File: src/rtl/tinyproc_pkg.sv
// tinyproc_pkg
// Shared definitions for the tinyproc core and its program loader:
// instruction/program-memory geometry, the loader frame header byte,
// the loader state type and the opcode field values the core decodes.
package tinyproc_pkg;

   localparam int INSTR_WIDTH   = 11;
   localparam int PM_ADDR_WIDTH = 8;
   localparam logic [7:0] SYNC_BYTE = 8'hA5;

   // Number of instruction bits carried by the HI byte of a word pair.
   localparam int HI_BITS = INSTR_WIDTH - 8;

   typedef enum logic [2:0] {
      S_IDLE,
      S_COUNT,
      S_HI,
      S_LO,
      S_CHECK,
      S_DONE,
      S_ERROR
   } loader_state_t;

   // Opcode field (word[10:8]) values used by the core's decoder.
   localparam logic [2:0] OP_NOP = 3'd0;
   localparam logic [2:0] OP_LDI = 3'd1;
   localparam logic [2:0] OP_ADD = 3'd2;
   localparam logic [2:0] OP_SUB = 3'd3;
   localparam logic [2:0] OP_LD  = 3'd4;
   localparam logic [2:0] OP_ST  = 3'd5;
   localparam logic [2:0] OP_JMP = 3'd6;
   localparam logic [2:0] OP_JZ  = 3'd7;

endpackage

File: src/rtl/tinyproc_loader_if.sv
// tinyproc_loader_if
// Groups the loader's byte-stream handshake, program-memory write port and
// status outputs.
//   in_valid/in_data  : byte source -> loader
//   in_ready          : loader -> byte source
//   pm_we/addr/wdata  : loader -> program memory (one-cycle write pulse)
//   cpu_run           : 1 = core may execute
//   load_error        : last frame rejected
// Modport slave is the loader; modport master is the environment around it.
interface tinyproc_loader_if;
   import tinyproc_pkg::*;

   logic                     in_valid;
   logic [7:0]               in_data;
   logic                     in_ready;
   logic                     pm_we;
   logic [PM_ADDR_WIDTH-1:0] pm_addr;
   logic [INSTR_WIDTH-1:0]   pm_wdata;
   logic                     cpu_run;
   logic                     load_error;

   modport master (
      output in_valid, in_data,
      input  in_ready, pm_we, pm_addr, pm_wdata, cpu_run, load_error
   );

   modport slave (
      input  in_valid, in_data,
      output in_ready, pm_we, pm_addr, pm_wdata, cpu_run, load_error
   );

endinterface

File: src/rtl/tinyproc_loader.sv
// tinyproc_loader
// Byte-stream program loader. Parses frames of the form
//   SYNC, COUNT, COUNT x (HI, LO), CHK
// writes each assembled 11-bit word to program memory, verifies the frame
// checksum and releases the core (cpu_run) only after a good frame.
// Ports:
//   clk   : clock, all state on posedge
//   reset : asynchronous active-high reset
//   bus   : tinyproc_loader_if.slave (byte stream in, program-memory write
//           port, cpu_run and load_error status out)
module tinyproc_loader
   import tinyproc_pkg::*;
(
   input logic              clk,
   input logic              reset,
   tinyproc_loader_if.slave bus
);

   localparam logic [PM_ADDR_WIDTH:0] ADDR_ONE = 1;

   loader_state_t            state;
   logic                     ready_q;
   logic                     we_q;
   logic [PM_ADDR_WIDTH-1:0] waddr_q;
   logic [INSTR_WIDTH-1:0]   wdata_q;
   logic                     run_q;
   logic                     err_q;

   // One bit wider than the memory address so a COUNT of 0 (256 words)
   // is representable and the terminal compare works.
   logic [PM_ADDR_WIDTH:0]   word_count;
   logic [PM_ADDR_WIDTH:0]   addr;
   logic [7:0]               sum;
   logic [HI_BITS-1:0]       hi_q;

   logic                     accept;
   logic [PM_ADDR_WIDTH:0]   addr_inc;
   logic [7:0]               byte_sum;

   assign accept   = bus.in_valid && ready_q;
   assign addr_inc = addr + ADDR_ONE;
   assign byte_sum = sum + bus.in_data;

   assign bus.in_ready   = ready_q;
   assign bus.pm_we      = we_q;
   assign bus.pm_addr    = waddr_q;
   assign bus.pm_wdata   = wdata_q;
   assign bus.cpu_run    = run_q;
   assign bus.load_error = err_q;

   // Frame parser. Every output is registered here; the write strobe is
   // cleared each cycle so it only ever pulses for the cycle after a LO byte.
   // in_ready only drops on entry to DONE, which is left solely by reset.
   always_ff @(posedge clk or posedge reset) begin
      if (reset) begin
         state      <= S_IDLE;
         ready_q    <= 1'b1;
         we_q       <= 1'b0;
         waddr_q    <= '0;
         wdata_q    <= '0;
         run_q      <= 1'b0;
         err_q      <= 1'b0;
         word_count <= '0;
         addr       <= '0;
         sum        <= '0;
         hi_q       <= '0;
      end else begin
         we_q <= 1'b0;
         if (accept) begin
            case (state)
               S_IDLE, S_ERROR: begin
                  if (bus.in_data == SYNC_BYTE) begin
                     err_q <= 1'b0;
                     state <= S_COUNT;
                  end
               end
               S_COUNT: begin
                  // A zero count byte means a full 256-word image.
                  word_count <= {(bus.in_data == 8'd0), bus.in_data};
                  addr       <= '0;
                  sum        <= '0;
                  state      <= S_HI;
               end
               S_HI: begin
                  if (bus.in_data[7:HI_BITS] != '0) begin
                     err_q <= 1'b1;
                     run_q <= 1'b0;
                     state <= S_ERROR;
                  end else begin
                     hi_q  <= bus.in_data[HI_BITS-1:0];
                     sum   <= byte_sum;
                     state <= S_LO;
                  end
               end
               S_LO: begin
                  sum     <= byte_sum;
                  we_q    <= 1'b1;
                  waddr_q <= addr[PM_ADDR_WIDTH-1:0];
                  wdata_q <= {hi_q, bus.in_data};
                  addr    <= addr_inc;
                  state   <= (addr_inc == word_count) ? S_CHECK : S_HI;
               end
               S_CHECK: begin
                  if (byte_sum == 8'd0) begin
                     run_q   <= 1'b1;
                     ready_q <= 1'b0;
                     state   <= S_DONE;
                  end else begin
                     err_q <= 1'b1;
                     run_q <= 1'b0;
                     state <= S_ERROR;
                  end
               end
               default: begin
                  state <= state;
               end
            endcase
         end
      end
   end

endmodule

File: src/flat_wrapper.sv
// flat-port wrapper written by rule: the top's interface ports become plain ports
module tinyproc_loader_flat import tinyproc_pkg::*;
  (clk, reset, bus_in_valid, bus_in_data, bus_in_ready, bus_pm_we, bus_pm_addr, bus_pm_wdata, bus_cpu_run, bus_load_error);
  tinyproc_loader_if bus_i ();
  input logic clk;
  input logic reset;
  input wire logic [$bits(bus_i.in_valid)-1:0] bus_in_valid;
  input wire logic [$bits(bus_i.in_data)-1:0] bus_in_data;
  output wire logic [$bits(bus_i.in_ready)-1:0] bus_in_ready;
  output wire logic [$bits(bus_i.pm_we)-1:0] bus_pm_we;
  output wire logic [$bits(bus_i.pm_addr)-1:0] bus_pm_addr;
  output wire logic [$bits(bus_i.pm_wdata)-1:0] bus_pm_wdata;
  output wire logic [$bits(bus_i.cpu_run)-1:0] bus_cpu_run;
  output wire logic [$bits(bus_i.load_error)-1:0] bus_load_error;
  assign bus_i.in_valid = bus_in_valid;
  assign bus_i.in_data = bus_in_data;
  assign bus_in_ready = bus_i.in_ready;
  assign bus_pm_we = bus_i.pm_we;
  assign bus_pm_addr = bus_i.pm_addr;
  assign bus_pm_wdata = bus_i.pm_wdata;
  assign bus_cpu_run = bus_i.cpu_run;
  assign bus_load_error = bus_i.load_error;
  tinyproc_loader u_core (.clk(clk), .reset(reset), .bus(bus_i));
endmodule
File: config.mk
export PLATFORM = sky130hd
export DESIGN_NAME = tinyproc_loader_flat
export DESIGN_NICKNAME = d
export VERILOG_FILES = /design/src/rtl/tinyproc_pkg.sv /design/src/rtl/tinyproc_loader_if.sv /design/src/rtl/tinyproc_loader.sv /design/src/flat_wrapper.sv
export SDC_FILE = /design/constraint.sdc
export NUM_CORES = 1
export LEC_CHECK = 0
export ABC_CLOCK_PERIOD_IN_PS = 2490
export BUFFER_PORTS_ARGS = -buffer_cell sky130_fd_sc_hd__buf_2
export CORE_MARGIN = 2
export CORE_UTILIZATION = 58
export CTS_CLUSTER_SIZE = 14
export DETAILED_ROUTE_END_ITERATION = 8
export GPL_TIMING_DRIVEN = 0
export PLACE_DENSITY = 0.79
export SLEW_MARGIN = 20
export SYNTH_ARGS = -nofsm -noshare
export SYNTH_HDL_FRONTEND = slang
export SYNTH_SLANG_ARGS = --single-unit
File: constraint.sdc
create_clock -name clk -period 2.49 [get_ports clk]
set_clock_uncertainty 0.05 [all_clocks]
set_input_delay 0.498 -clock clk [delete_from_list [all_inputs] [get_ports clk]]
set_output_delay 0.498 -clock clk [all_outputs]
set_load 0.01 [all_outputs]
==> Flow_metrics.wiki <==
{| class="wikitable"
! Metric !! Value
|-
| Overall fraction of global-route tracks in use || about a quarter
|-
| Yosys Warn Count || 0
|-
| Final weighted congestion in routability-driven placement || 0.8769
|-
| Critical Path Start Type || flop
|-
| Drt via density || between 5 and 6
|-
| Number of H-tree levels || 2
|-
| Predominant post-synthesis flop cell || sky130_fd_sc_hd__dfrtp_1
|-
| Crit Path Category || flop to flop
|-
| Initial DRC Count || between 150 and 200
|-
| Core Area || about 5000 um2
|-
| Cell Count, Final, Fillers Out || 396
|-
| Number of standard cells after synthesis || roughly 290
|-
| Via count of the first global-routing pass || between 2000 and 2500
|-
| Number of enable-type register cells in the synthesized netlist || 0
|-
| Number of DRC violations after detailed routing || 0
|-
| Fraction of final layout cells with drive strength greater than 1 || 31.29%
|-
| Largest cells by area after synthesis || sky130_fd_sc_hd__dfrtp_1, sky130_fd_sc_hd__mux2_2, sky130_fd_sc_hd__nand2_1
|-
| Die Height || about 77 um
|-
| Number of I/O port buffers || 32
|-
| P&R area growth vs syn || 11.47%
|-
| Max-slew violations || 0
|-
| Final routed wire length divided by cell count || 16.23 um
|-
| Number of sinks on the clock net || 55
|-
| DR vias || about 2300
|-
| Hold-fix buffers at CTS || 0
|-
| Final hold violations || 0
|-
| Slew of the pin with the lowest slew margin || approximately 0.66 ns
|-
| Mapped Area || around 3100 um2
|-
| Design Power || 1.506 mW
|-
| Maximum vdd drop || around 380 uV
|-
| Number of optimization iterations in the first detailed-route pass || 4
|-
| Worst-skew pair later-pin latency || about 0.32 ns
|-
| Quantity of gates resized following cts || 0
|-
| Number of antenna cells inserted || 0
|-
| Max clock buf depth || 2
|-
| Fmax || between 0.4 and 0.5 GHz
|-
| Max FO, Critical Path || 5
|-
| Mean instance size in the synthesized netlist || roughly 11 um2
|-
| Clock transition at path regs || between 0.1 and 0.15 ns
|-
| Global-route wire length before repair || 11040 um
|-
| Yosys reg bits || 55
|-
| Total negative slack for setup checks || 0 ns
|-
| Req. time, crit path || 2.64 ns
|-
| Initial standard-cell utilization of the core || 60.24%
|-
| Total placed cells including tap cells || roughly 390
|-
| Hold Path Class || input port to asynchronous set/reset pin
|-
| Antenna violations before repair || 0
|-
| DRT Wirelength || 6429 um
|-
| Cell leakage power || approximately 1.7 nW
|-
| Horiz. Die Dim || roughly 77 um
|-
| Post-CTS setup buffer count || 0
|-
| Post-synthesis sequential area ratio || between 40 and 50%
|-
| Most area-hungry cell type in the Yosys netlist || sky130_fd_sc_hd__dfrtp_1
|-
| R2r worst-path depth || 7
|-
| Root cell of the clock tree || sky130_fd_sc_hd__clkbuf_8
|-
| Min Clock Period, post-route || 2.311 ns
|-
| Total CTS buffers || 5
|-
| Share of the synthesized area in the top cell type || 43.92%
|-
| Post-synthesis net count || ~310
|-
| Pin count of the biggest net entering global routing || between 50 and 60
|-
| Period utilisation layout || approximately 93%
|-
| Pwr per Cell Area || ~440 nW/um2
|-
| Endpoint arrival time on the critical path || ~2.5 ns
|-
| RSZ-0062 raised after global routing || no
|-
| CTS tree || built
|-
| Final HPWL DP || around 4700 um
|-
| Final setup violation count || 0
|-
| Worst Hold Margin || 0.2140 ns
|-
| Overflow left after global routing || 0
|-
| Critical Path End Type || flop
|-
| Normalized max-slew margin || roughly 56%
|-
| Number of max-cap violations || 0
|-
| I/O pin cnt || 34
|-
| Netlist cell types || 62
|-
| Routed Antenna Nets || 0
|-
| Share of async-settable or async-resettable flops after synthesis || between 90% and 100%
|-
| Layout Nets || roughly 350
|-
| Die Outline Area || just under 6000 um2
|-
| Status || complete, no violations
|-
| Row count || 26
|}
-- stage by stage --
stage	utilization, %	cell area [um2]	worst slack [ns]
after global routing	67.15	3430	0.03141
after floorplan	-	3077	0.2642
final	67.15	3430	0.1794
after global placement	65.09	3324	-0.08597
after detailed placement	65.14	3327	-0.1210
after CTS	67.15	3430	0.1846
-- area by class of cell --
cell class | instances | area [um2]
inverter | 6 | 25.02
buffer | 14 | 77.57
sequential | 55 | 1378
fill | 425 | 1678
tap | 70 | 87.58
clock inverter | 3 | 33.78
multi-input combinational | 211 | 1599
clock buffer | 5 | 68.82
timing repair buffer | 32 | 160.2
-- registers in the layout, indices dropped and copies added (netlist names), 3 cells and up --
| name | cells |
|---|---|
| u_core.sum | 8 |
| u_core.state | 3 |
| u_core.bus.pm_wdata | 11 |
| u_core.word_count | 9 |
| u_core.addr | 9 |
| u_core.hi_q | 3 |
| u_core.bus.pm_addr | 8 |
-- critical path: stages, from the launching register on --
cell,delay [ns]
sky130_fd_sc_hd__dfrtp_1,0.39
sky130_fd_sc_hd__ha_1,0.21
sky130_fd_sc_hd__fa_1,0.40
sky130_fd_sc_hd__and3_1,0.18
sky130_fd_sc_hd__o21a_1,0.22
sky130_fd_sc_hd__a211oi_2,0.39
sky130_fd_sc_hd__and3_4,0.28
sky130_fd_sc_hd__o22ai_2,0.07
-- cells in the mapped netlist (all sizes together), types with 6 or more instances --
library cell	instances
nor2	11
o21ai	13
buf	6
o31ai	7
nand2	41
clkbuf	8
ha	8
nand3	11
a21oi	9
dfrtp	54
mux2	28
xor2	6
xnor2	12
-- cells in the final DEF, fill, tap and decap left out, types with 3 or more instances in the layout --
cell type and instances:
sky130_fd_sc_hd__nand3_1 10, sky130_fd_sc_hd__ha_1 8, sky130_fd_sc_hd__nand2_1 41, sky130_fd_sc_hd__o21ai_0 11, sky130_fd_sc_hd__o31ai_1 7, sky130_fd_sc_hd__and2_1 3
sky130_fd_sc_hd__nand4_1 4, sky130_fd_sc_hd__and4_1 3, sky130_fd_sc_hd__mux2_2 28, sky130_fd_sc_hd__nor2_1 10, sky130_fd_sc_hd__inv_1 4, sky130_fd_sc_hd__xor2_1 5
sky130_fd_sc_hd__buf_2 37, sky130_fd_sc_hd__dfrtp_1 54, sky130_fd_sc_hd__xnor2_1 12, sky130_fd_sc_hd__o211ai_1 3, sky130_fd_sc_hd__clkbuf_1 6, sky130_fd_sc_hd__nor3_1 4
sky130_fd_sc_hd__o21a_1 4, sky130_fd_sc_hd__a21oi_1 8, sky130_fd_sc_hd__clkbuf_8 6, sky130_fd_sc_hd__nor4_1 3
-- kinds of logic (layout without fill, tap and decap cells) --
kind of cell	Yosys count	count (layout)	share of synthesized area, %
xor gates and xnor gates	18	18	5.368
muxes	30	30	10.90
DFF	55	55	44.77
adders and majority gates	9	9	3.904
and+or+nand+nor	96	96	17.45
AOI/OAI and AO/OA	58	58	14.36
buffers and inverters	20	60	3.253
-- path summary, 6_finish.rpt --
check                                                         from                            endpoint  slack, ns
worst max-delay path                     u_core.sum[0]$_DFFE_PP0P_   u_core.bus.load_error$_DFFE_PP0P_       0.18
worst min-delay path                                         reset  u_core.bus.pm_wdata[0]$_DFFE_PP0P_       0.21
worst max register to register           u_core.sum[0]$_DFFE_PP0P_   u_core.bus.load_error$_DFFE_PP0P_       0.18
worst min register to register  u_core.bus.pm_wdata[9]$_DFFE_PP0P_  u_core.bus.pm_wdata[9]$_DFFE_PP0P_       0.42
max in group asynchronous                                    reset      u_core.bus.cpu_run$_DFFE_PP0P_       1.73
min in group clk                                      bus_in_valid     u_core.bus.in_ready$_DFFE_PP1P_       0.27
-- layer usage --
metal	global-route usage, %	up-vias	share of wire, %
met4	6.364	0	0.87
met1	30.55	1125	42
met3	4.471	6	5.2
met5	0	-	0
met2	39.91	77	52
li1	-	1115	-
-- where the power goes --
part,leakage (nW),switching [mW],internal (mW)
combinational,0.897,0.0554,0.0216
clock,0.0515,0.324,0.212
sequential,0.760,0,0.893
total,1.71,0.379,1.13
No activity file was read; power rests on OpenSTA's default activity.
